===== src/rtl/mmf_fir.sv =====
// mmf_fir: pipelined direct-form FIR filter with a writable weight bank.
//   A sample accepted on edge E is multiplied tap-by-tap on edge E+1 and
//   summed into out_data on edge E+2, where out_valid pulses for one cycle.
// Ports:
//   clk        rising-edge clock
//   reset_n    asynchronous active-low reset (weights reset to -1)
//   clear      synchronous flush of history and pipeline, weights kept
//   in_valid   in_data is presented this cycle
//   in_data    signed sample, DATA_W bits
//   coef_we    weight write strobe
//   coef_addr  tap index to write, ADDR_W bits (indices >= TAPS ignored)
//   coef_data  signed weight, COEF_W bits
//   out_valid  one-cycle pulse marking a new out_data
//   out_data   signed sum, OUT_W bits, held between pulses
module mmf_fir #(
   parameter int unsigned DATA_W = 8,
   parameter int unsigned COEF_W = 8,
   parameter int unsigned TAPS   = 4,
   localparam int unsigned ADDR_W = ($clog2(TAPS) > 1) ? $clog2(TAPS) : 1,
   localparam int unsigned OUT_W  = DATA_W + COEF_W + $clog2(TAPS)
) (
   input  logic              clk,
   input  logic              reset_n,
   input  logic              clear,
   input  logic              in_valid,
   input  logic [DATA_W-1:0] in_data,
   input  logic              coef_we,
   input  logic [ADDR_W-1:0] coef_addr,
   input  logic [COEF_W-1:0] coef_data,
   output logic              out_valid,
   output logic [OUT_W-1:0]  out_data
);

   localparam int unsigned PROD_W = DATA_W + COEF_W;

   logic [DATA_W-1:0] tap_q  [TAPS];
   logic [DATA_W-1:0] tap_d  [TAPS];
   logic [COEF_W-1:0] coef_q [TAPS];
   logic [COEF_W-1:0] coef_d [TAPS];
   logic [PROD_W-1:0] prod_q [TAPS];
   logic [PROD_W-1:0] prod_d [TAPS];

   logic             acc_q, acc_d;             // sample entered delay line
   logic             pv_q, pv_d;               // products are fresh
   logic             out_valid_q, out_valid_d;
   logic [OUT_W-1:0] out_data_q, out_data_d;
   logic [OUT_W-1:0] sum_c;
   logic             accept_c;

   assign accept_c = in_valid & ~clear;

   // Delay line: clear wins over a coincident sample.
   always_comb begin
      for (int unsigned k = 0; k < TAPS; k++) begin
         tap_d[k] = tap_q[k];
      end
      if (clear) begin
         for (int unsigned k = 0; k < TAPS; k++) begin
            tap_d[k] = '0;
         end
      end else if (in_valid) begin
         tap_d[0] = in_data;
         for (int unsigned k = 1; k < TAPS; k++) begin
            tap_d[k] = tap_q[k-1];
         end
      end
   end

   // Weight bank: out-of-range addresses are dropped; independent of clear.
   always_comb begin
      for (int unsigned k = 0; k < TAPS; k++) begin
         coef_d[k] = coef_q[k];
      end
      if (coef_we && (32'(coef_addr) < TAPS)) begin
         coef_d[coef_addr] = coef_data;
      end
   end

   // Stage 1: operands are sign-extended to full width before multiplying
   // so the product is never truncated to the operand width.
   always_comb begin
      for (int unsigned k = 0; k < TAPS; k++) begin
         prod_d[k] = prod_q[k];
      end
      if (clear) begin
         for (int unsigned k = 0; k < TAPS; k++) begin
            prod_d[k] = '0;
         end
      end else if (acc_q) begin
         for (int unsigned k = 0; k < TAPS; k++) begin
            prod_d[k] = PROD_W'(PROD_W'($signed(tap_q[k])) * PROD_W'($signed(coef_q[k])));
         end
      end
   end

   // Stage 2 adder tree: each product sign-extended to the output width.
   always_comb begin
      sum_c = '0;
      for (int unsigned k = 0; k < TAPS; k++) begin
         sum_c = sum_c + OUT_W'($signed(prod_q[k]));
      end
   end

   // Valid pipeline and output register; out_data only moves with a pulse.
   always_comb begin
      acc_d       = accept_c;
      pv_d        = acc_q & ~clear;
      out_valid_d = pv_q & ~clear;
      out_data_d  = out_data_q;
      if (pv_q && !clear) begin
         out_data_d = sum_c;
      end
   end

   // State registers.
   always_ff @(posedge clk or negedge reset_n) begin
      if (!reset_n) begin
         for (int unsigned k = 0; k < TAPS; k++) begin
            tap_q[k]  <= '0;
            coef_q[k] <= '1;
            prod_q[k] <= '0;
         end
         acc_q       <= 1'b0;
         pv_q        <= 1'b0;
         out_valid_q <= 1'b0;
         out_data_q  <= '0;
      end else begin
         for (int unsigned k = 0; k < TAPS; k++) begin
            tap_q[k]  <= tap_d[k];
            coef_q[k] <= coef_d[k];
            prod_q[k] <= prod_d[k];
         end
         acc_q       <= acc_d;
         pv_q        <= pv_d;
         out_valid_q <= out_valid_d;
         out_data_q  <= out_data_d;
      end
   end

   assign out_valid = out_valid_q;
   assign out_data  = out_data_q;

endmodule


===== config.mk =====
export PLATFORM = sky130hd
export DESIGN_NAME = mmf_fir
export DESIGN_NICKNAME = d
export VERILOG_FILES = /design/src/rtl/mmf_fir.sv
export SDC_FILE = /design/constraint.sdc
export NUM_CORES = 1
export LEC_CHECK = 0
export BUFFER_PORTS_ARGS = -buffer_cell sky130_fd_sc_hd__buf_2
export CAP_MARGIN = 20
export CORE_ASPECT_RATIO = 1.75
export CORE_MARGIN = 3
export CORE_UTILIZATION = 56
export CTS_BUF_LIST = sky130_fd_sc_hd__clkbuf_16
export DETAILED_ROUTE_END_ITERATION = 12
export GPL_ROUTABILITY_DRIVEN = 1
export GPL_TIMING_DRIVEN = 0
export PLACE_DENSITY = 0.77
export SLEW_MARGIN = 15
export SYNTH_ARGS = -nofsm -noshare
export SYNTH_HDL_FRONTEND = slang
export SYNTH_SLANG_ARGS = --single-unit

===== constraint.sdc =====
create_clock -name clk -period 4 [get_ports clk]
set_input_delay 0.2 -clock clk [delete_from_list [all_inputs] [get_ports clk]]
set_output_delay 0.2 -clock clk [all_outputs]
set_load 0.02 [all_outputs]

**Word-level counts from Yosys, hierarchy flattened**

Cells that the tools add are included.

- Register bits after elaboration: 149
- Input bits: 23
- Output and inout bits: 19
- Word-level logic and storage cells: 42

- $add $sub $neg: 3
- Multipliers: 4
- Magnitude comparators: 2
- Multiplexer cells: 7
- Bitwise gates (word level): 5
- Reductions and logical operators: 5

Operators by type and width:

| kind | count |
|---|---|
| $mux W64 | 2 |
| $mul A8 B8 Y16 | 4 |
| $mux W32 | 2 |
| $bwmux W32 | 1 |
| $add A17 B16 Y18 | 1 |
| $add A18 B18 Y18 | 1 |
| $add A16 B16 Y17 | 1 |
| $demux W8 S2 | 1 |
| $mux W8 | 1 |
| $reduce_bool A2 Y1 | 2 |
| $and A1 B1 Y1 | 3 |
| $ge A3 B3 Y1 const B | 1 |
| $lt A3 B1 Y1 const B | 1 |
| $not A2 Y3 | 1 |
| $logic_and A1 B1 Y1 | 2 |
| $logic_not A1 Y1 | 1 |
| $not A1 Y1 | 1 |

**Depth between registers and ports, before layout**

Gate-level depths: netlist (run 1).

- Depth after elaboration: 6
- Mapped depth: 17
- Gate-level depth less buffers: 16

**Worst setup path after synthesis (run 1)**

Ideal clock, no wire load.

- Path kind: flip-flop to flip-flop
- Start point: reg tap_q[30] (netlist name)
- End point: reg prod_q[63] (netlist name)
- Setup time: 0.099 ns
- Arrival: 4.203 ns
- Data required time: 3.901 ns
- Setup slack: -0.302 ns
- Stages on the path, launching flop included: 18
- Buffers on the path: 1
- Period minus slack after synthesis: 4.302 ns
- Path through: dfrtp_1 clkbuf_1 and2_1 fa_1 inv_1 fa_1 inv_1 fa_1 inv_1 fa_1 inv_1 ha_1 o21ai_0 o21ai_0 and3_1 nor3_1 or3_1 a311oi_1

- Cells in the longest elaborated chain, start to end: 3

RTL lines:

| element | line | RTL |
|---|---|---|
| start, declared | 36 | `logic [DATA_W-1:0] tap_q [TAPS];` |
| start signal, assigned by index | 129 | `tap_q[k] <= tap_d[k];` |
| $mul A8 B8 Y16 | 91 | `prod_d[k] = PROD_W'(PROD_W'($signed(tap_q[k])) * PROD_W'($signed(coef_q[k])));` |
| $mux W64 | 89 | `end else if (acc_q) begin` |
| $mux W64 | 85 | `if (clear) begin` |
| end signal, assigned by index | 131 | `prod_q[k] <= prod_d[k];` |
| end, declared | 40 | `logic [PROD_W-1:0] prod_q [TAPS];` |

Every way passes these cells. The select of a mux whose other input is x is not followed.
A chain may end at the register's enable or synchronous reset.

**Final worst setup path (run 1)**

- Start point: reg coef_q[11] (netlist name)
- End point: reg prod_q[31] (netlist name)

- Cells in the longest elaborated chain, start to end: 3

RTL lines:

| element | line | RTL |
|---|---|---|
| start, declared | 38 | `logic [COEF_W-1:0] coef_q [TAPS];` |
| start signal, assigned by index | 130 | `coef_q[k] <= coef_d[k];` |
| $mul A8 B8 Y16 | 91 |  |
| $mux W64 | 89 |  |
| $mux W64 | 85 |  |

Every way passes these cells. The select of a mux whose other input is x is not followed.

==> flow_metrics.env, run 1 <==
export IMPL_status="finished with violations"
export IMPL_failed_checks="negative setup slack"
export IMPL_grtUsageTotal_pct=29.65
export IMPL_areaGrowthSynthToFinish_pct=23.46
export IMPL_syn_inst=1760
export IMPL_core_region_area_um2=30270
export IMPL_post_route_min_period_ns=4.495
export IMPL_finalPower_mw=8.568
export IMPL_insertion_delay_ns=0.45
export IMPL_synth_edf_count=0
export IMPL_rsz0062_at_grt="yes"
export IMPL_yosys_register_bits=149
export IMPL_clock_root_buffer="clkbuf_16"
export IMPL_path_cells="nand2_1 -> fa_1 -> inv_1 -> fa_1 -> fa_1 -> inv_1 -> fa_1 -> inv_2 -> ha_4 -> nor3_4 -> o21ai_2 -> a311oi_2 -> a21oi_2 -> xnor2_2 -> a211oi_2"
export IMPL_crit_family="adder cells"
export IMPL_overflow=0
export IMPL_synth_main_ff_cell="dfrtp_1"
export IMPL_use_met3_pct=4.163
export IMPL_clk_pin_slew_ns=0.07
export IMPL_ys_types=70
export IMPL_cap_violations=0
export IMPL_clock_skew_ns=0.01173
export IMPL_period_share_pct=112.4
export IMPL_slew_headroom_pct=32.11
export IMPL_synth_xor_area_share_pct=3.187
export IMPL_ant_nets=0
export IMPL_ys_warn_count=0
export IMPL_crit_fanout=5
export IMPL_dieWidth_um=138.9
export IMPL_hp_class="in -> reg"
export IMPL_antenna_found_initial=1
export IMPL_cts_tree="done"
export IMPL_multi_input_area_um2=13500
export IMPL_num_io_pins=42
export IMPL_hpwl_um=34700
export IMPL_wl_per_cell_um=21.21
export IMPL_numCtsBuffers=17
export IMPL_synthAdderAreaFrac_pct=38.86
export IMPL_hold_viol_final=0
export IMPL_async_reset_ff_share_pct=100.0
export IMPL_synthMuxAreaShare_pct=5.636
export IMPL_ys_top_cells_by_count="341 x inv_1, 253 x fa_1, 171 x and2_1"
export IMPL_drt_iter0_drc=770
export IMPL_crit_arrival_ns=4.81
export IMPL_die_h_um=238.6
export IMPL_routabilityCongestion=0.9320
export IMPL_syn_num_nets=2169
export IMPL_fin_ws_ns=-0.4951
export IMPL_critPathMaxStageDelay_ns=0.61
export IMPL_nFillCells=2042
export IMPL_route_detailed_drc=0
export IMPL_htreeDepth=4
export IMPL_critPathBufInv=3
export IMPL_fmax_mhz=222.5
export IMPL_yosys_area_top_type="fa_1"
export IMPL_synth_most_common_cell="inv_1"
export IMPL_start_util_pct=57.20
export IMPL_fin_tns_setup_ns=-8.164
export IMPL_max_vdd_ir_drop_mv=0.3047
export IMPL_grt_pass1_wl_um=76600
export IMPL_fin_util_pct=70.63
export IMPL_dr_pass1_iters=6
export IMPL_cpMostUsedCell="fa_1"
export IMPL_drive_gt1_share_pct=28.56
export IMPL_use_met2_pct=55.14
export IMPL_fp_dieArea_um2=33150
export IMPL_synth_top_area_share_pct=29.25
export IMPL_busiest_layer="met2"
export IMPL_rows=84
export IMPL_worst_pin_slew_ns=1.015
export IMPL_use_met1_pct=30.15
export IMPL_synth_compound_area_share_pct=6.995
export IMPL_p_per_area_nw_per_um2=400.8
export IMPL_syn_area_um2=17320
export IMPL_io_buffers=39
export IMPL_wl_um=49900
export IMPL_final_max_slew_viol_count=0
export IMPL_placed_cell_area_um2=18350
export IMPL_required_ns=4.31
export IMPL_post_place_ws_ns=-0.6896
export IMPL_regArea_um2=3789
export IMPL_yosys_top_cells_area="fa_1 29%, dfrtp_1 17%, ha_1 9.6%"
export IMPL_critPathSlowestCell="dfstp_2"
export IMPL_grt_pass1_vias=14830
export IMPL_cellLeakagePower_nw=10.39
export IMPL_layout_nets=2360
export IMPL_grt_max_degree=85
export IMPL_setup_viol_count_final=31
export IMPL_yosys_area_share_simple_pct=14.99
export IMPL_numClockSinks=149
export IMPL_final_cell_area_um2=21380
export IMPL_cp_end_kind="flip-flop"
export IMPL_synth_avg_cell_area_um2=9.838
export IMPL_startpoint_type="flip-flop"
export IMPL_synth_top_family_by_area="adder cells"
export IMPL_synth_seq_area_share_pct=21.76
export IMPL_avgViaCountPerCell=5.743
export IMPL_vias=13510
export IMPL_cts_buffer_depth=2
export IMPL_critPathKind="reg -> reg"
-- tightest hold or removal path, stage by stage --
cell     delay, ns
buf_2         0.08
mux2i_1       0.05
nor2_1        0.08
-- sequential cells by signal, summed over array words and instances (netlist names) --
register and flops:
prod_q 64, coef_q 32, tap_q 32, out_data 18, acc_q 1, out_valid 1
pv_q 1
-- logic make-up (layout without fill, tap and decap cells) --
kind of cell,Yosys count,count (layout)
AND/OR/NAND/NOR,501,501
buffers and inverters,393,597
adder cells (fa/ha/maj),386,386
AO/OA/AOI/OAI,175,175
flip-flops,149,149
multiplexers,93,93
XOR/XNOR,63,63
other,0,1
-- layer usage --
| layer | wire [µm] | vias up |
|---|---|---|
| li1 | - | 5920 |
| met1 | 16720 | 6905 |
| met2 | 26660 | 481 |
| met3 | 2177 | 202 |
| met4 | 4331 | 0 |
| met5 | 0 | - |
-- what timing repair did --
item,4_1_cts,5_1_grt
setup endpoints to repair,33,36
setup buffers,103,34
cloned,1,0
pin swaps,95,88
resized for setup,192,110
hold buffers,7,0
endpoints found under the hold margin,63,0
-- layout make-up --
class / instances / share of cell area [%]
Buffer: 42 / 1.258
Clock inverter: 15 / 0.8135
Clock buffer: 17 / 1.990
Timing Repair Buffer: 181 / 6.801
Multi-Input combinational cell: 1218 / 63.13
Antenna cell: 1 / 0.01171
Sequential cell: 149 / 17.72
Tap cell: 387 / 2.265
Inverter: 342 / 6.005
-- path summary, 6_finish.rpt --
check / startpoint / to / slack, ns / depth (start not counted)
max reg2reg: coef_q[11] / prod_q[31] / -0.50 / 15
max in group asynchronous: reset_n / coef_q[22] / 2.83 / 3
min: in_data[1] / tap_q[25] / 0.003 / 3
max: coef_q[11] / prod_q[31] / -0.50 / 15
min in group asynchronous: reset_n / out_data[13] / 0.29 / 2
min reg2reg: out_data[6] / out_data[6] / 0.48 / 2
-- layout by cell type, fill, tap and decap left out, types with 44 or more instances in the layout --
master / n
inv_1: 303
fa_1: 229
and2_1: 146
nor2_1: 123
buf_4: 103
dfrtp_1: 101
ha_1: 88
nand2_1: 72
mux2i_1: 57
ha_4: 44
-- power breakdown --
| part | internal (mW) | switching, mW | total [mW] |
|---|---|---|---|
| logic | 2.27 | 2.59 | 4.87 |
| clock network | 0.933 | 0.730 | 1.66 |
| registers | 1.76 | 0.275 | 2.04 |
| total | 4.97 | 3.60 | 8.57 |
-- per-stage QoR --
step | std cells | hold WS, ns
global route | 2351 | 0.02381
global placement | 2186 | 0.4421
floorplan | 1760 | -0.09559
CTS | 2320 | 0.006633
detailed placement | 2187 | 0.1868
finish | 2352 | 0.002629
No activity file was read; power rests on OpenSTA's default activity.
==> run 2, diff against run 1 <==
--- a/config.mk
+++ b/config.mk
@@ -5,6 +5,7 @@
 export SDC_FILE = /design/constraint.sdc
 export NUM_CORES = 1
 export LEC_CHECK = 0
+export ABC_AREA = 1
 export BUFFER_PORTS_ARGS = -buffer_cell sky130_fd_sc_hd__buf_2
 export CAP_MARGIN = 20
 export CORE_ASPECT_RATIO = 1.75
==> run 2 against run 1 <==
  * The run still ends with negative setup slack left
  * Worst hold slack improved by 0.046 ns
  * Combinational power decreased by 31%
  * Sequential cell count unchanged
  * Clock power about the same
  * Setup slack improved by 0.32 ns
  * Maximum frequency increased by 7.6%
  * Power decreased by 19%
  * Cell count increased by 18%
  * Register-to-register slack improved by 0.32 ns
  * Sequential share of layout area increased by 0.25 points
==> flow_metrics.env, run 2 <==
export IMPL_timing_rr_start="coef_q[10]"
export IMPL_synth_edf_count=0
export IMPL_rsz0062_at_grt="yes"
export IMPL_final_common_cell="inv_1"
export IMPL_fin_tns_setup_ns=-0.8228
export IMPL_routabilityCongestion=0.9784
export IMPL_ys_types=33
export IMPL_synth_top_area_share_pct=28.55
export IMPL_clock_root_buffer="clkbuf_16"
export IMPL_core_region_area_um2=31050
export IMPL_p_per_area_nw_per_um2=329.0
export IMPL_regArea_um2=3794
export IMPL_startpoint_type="flip-flop"
export IMPL_grt_pass1_wl_um=77640
export IMPL_period_share_pct=104.4
export IMPL_clk_pin_slew_ns=0.07
export IMPL_cts_tree="done"
export IMPL_grtUsageTotal_pct=29.08
export IMPL_avgViaCountPerCell=5.443
export IMPL_hpwl_um=36960
export IMPL_overflow=0
export IMPL_yosys_register_bits=149
export IMPL_grt_pass1_vias=15750
export IMPL_critPathKind="reg -> reg"
export IMPL_drive_gt1_share_pct=22.25
export IMPL_numCtsBuffers=17
export IMPL_setup_viol_count_final=11
export IMPL_ff2ff_setup_slack_ns=-0.18
export IMPL_route_detailed_drc=0
export IMPL_fin_ws_ns=-0.1768
export IMPL_areaGrowthSynthToFinish_pct=18.97
export IMPL_ys_warn_count=0
export IMPL_io_buffers=41
export IMPL_largest_register_ffs=64
export IMPL_synth_most_common_cell="inv_1"
export IMPL_worst_r2r_path_depth=16
export IMPL_clock_skew_ns=0.009403
export IMPL_die_h_um=241.4
export IMPL_final_max_slew_viol_count=0
export IMPL_multi_input_area_um2=12660
export IMPL_cap_violations=0
export IMPL_biggestRegsByFlops="prod_q (64), coef_q (32), tap_q (32)"
export IMPL_ys_top_cells_by_count="611 x inv_1, 592 x nand2_1, 253 x fa_1"
export IMPL_fp_dieArea_um2=33930
export IMPL_hold_viol_final=0
export IMPL_ant_nets=0
export IMPL_antenna_found_initial=1
export IMPL_wl_per_cell_um=17.97
export IMPL_final_cell_mix="556 x inv_1, 525 x nand2_1, 231 x fa_1, 97 x dfrtp_1, 96 x ha_1"
export IMPL_failed_checks="negative setup slack"
export IMPL_diodes=0
export IMPL_wl_um=49930
export IMPL_hp_class="in -> reg"
export IMPL_rows=85
export IMPL_path_cells="nand2_4 -> fa_2 -> inv_2 -> fa_1 -> inv_1 -> fa_1 -> inv_2 -> fa_1 -> ha_4 -> nand2_2 -> nor2_4 -> nand3_1 -> nand3_2 -> nand3_2 -> nand3_4 -> nand2_1"
export IMPL_yosys_area_top_type="fa_1"
export IMPL_async_reset_ff_share_pct=100.0
export IMPL_start_util_pct=57.12
export IMPL_fmax_mhz=239.4
export IMPL_num_io_pins=42
export IMPL_nFillCells=2395
export IMPL_syn_inst=2274
export IMPL_synth_avg_cell_area_um2=7.801
export IMPL_crit_arrival_ns=4.52
export IMPL_synth_seq_area_share_pct=21.24
export IMPL_htreeDepth=4
export IMPL_cp_end_kind="flip-flop"
export IMPL_syn_area_um2=17740
export IMPL_critPathSlowestCell="fa_2"
export IMPL_required_ns=4.35
export IMPL_syn_num_nets=2683
export IMPL_worst_pin_slew_ns=0.5359
export IMPL_numClockSinks=149
export IMPL_slew_headroom_pct=64.27
export IMPL_fin_util_pct=67.96
export IMPL_cellLeakagePower_nw=12.08
export IMPL_dr_pass1_iters=5
export IMPL_synth_main_ff_cell="dfrtp_1"
export IMPL_top_register="prod_q"
export IMPL_yosys_top_cells_area="fa_1 29%, dfrtp_1 17%, inv_1 13%"
export IMPL_hold_depth=2
export IMPL_insertion_delay_ns=0.46
export IMPL_regToRegEndpoint="prod_q[31]"
export IMPL_min_to="acc_q"
export IMPL_drt_iter0_drc=1095
export IMPL_max_vdd_ir_drop_mv=0.5401
export IMPL_critPathLaunch="coef_q[10]"
export IMPL_cpMostUsedCell="fa_1"
export IMPL_hp_start="clear"
export IMPL_layout_nets=2783
export IMPL_dieWidth_um=140.5
export IMPL_cts_buffer_depth=2
export IMPL_grt_max_degree=103
export IMPL_status="finished with violations"
export IMPL_post_route_min_period_ns=4.177
export IMPL_critPathMaxStageDelay_ns=0.62
export IMPL_crit_fanout=3
export IMPL_vias=15120
==> run 2: per-stage QoR <==
| step | setup WS (ns) | instance area [µm²] | std cells | total power [mW] | hold WS (ns) |
|---|---|---|---|---|---|
| after floorplan | -0.008575 | 17760 | 2274 | 3.518 | -0.09559 |
| after global placement | -0.6336 | 18450 | 2706 | 4.090 | 0.4175 |
| after detailed placement | -0.7215 | 18490 | 2707 | 4.180 | 0.1354 |
| after CTS | -0.1199 | 20000 | 2740 | 6.241 | 0.04322 |
| after global routing | -0.2989 | 21110 | 2778 | 7.361 | 0.05960 |
| final | -0.1768 | 21110 | 2778 | 6.944 | 0.04836 |
==> run 2: logic make-up after synthesis <==
family                   after synthesis  synth area share (%)
XOR/XNOR                              18                0.8887
AO/OA/AOI/OAI                        223                 7.074
adder cells (fa/ha/maj)              386                 37.93
flip-flops                           149                 21.24
AND/OR/NAND/NOR                      799                 17.92
buffers and inverters                699                 14.95
==> run 2: worst max path at each step <==
| stage | end | cells after the start |
|---|---|---|
| floorplan | prod_q[31] | 17 |
| global placement | prod_q[31] | 17 |
| detailed placement | prod_q[31] | 17 |
| CTS | prod_q[31] | 17 |
| global route | prod_q[31] | 16 |
| finish | prod_q[31] | 16 |
==> run 2: timing repair <==
item                                    in CTS  in global routing
pin swaps                                   42                 97
endpoints found under the hold margin       55                  0
hold buffers                                 9                  0
buffers inserted                            52                 38
resized for setup                          152                248
endpoints found under the setup margin      35                 34
==> run 2: metal layers <==
layer	up-vias	routed length (µm)	track usage, %
met2	602	26420	54.26
met4	2	3845	16.69
li1	6901	-	-
met3	248	2769	4.464
met5	-	12	0
met1	7367	16890	30.91
==> run 2: critical path: cells and delay by family, from the launching register on <==
family | cells | cell delay [ns]
simple gates | 8 | 0.86
buf+inv | 3 | 0.14
flops | 1 | 0.58
fa+ha+maj | 5 | 2.48
==> run 2: final cells by class <==
type / instances / share of cell area (%)
Multi-Input combinational cell: 1426 / 59.99
Sequential cell: 149 / 17.97
Inverter: 616 / 10.98
Timing Repair Buffer: 141 / 5.430
Tap cell: 391 / 2.318
Clock buffer: 17 / 2.016
Clock inverter: 15 / 0.7529
Buffer: 23 / 0.5395
==> run 2: report_power, final <==
group,internal [mW],switching (mW),total [mW]
sequential,1.72,0.234,1.95
clock,0.885,0.761,1.65
combinational,1.39,1.96,3.34
total,3.99,2.95,6.94
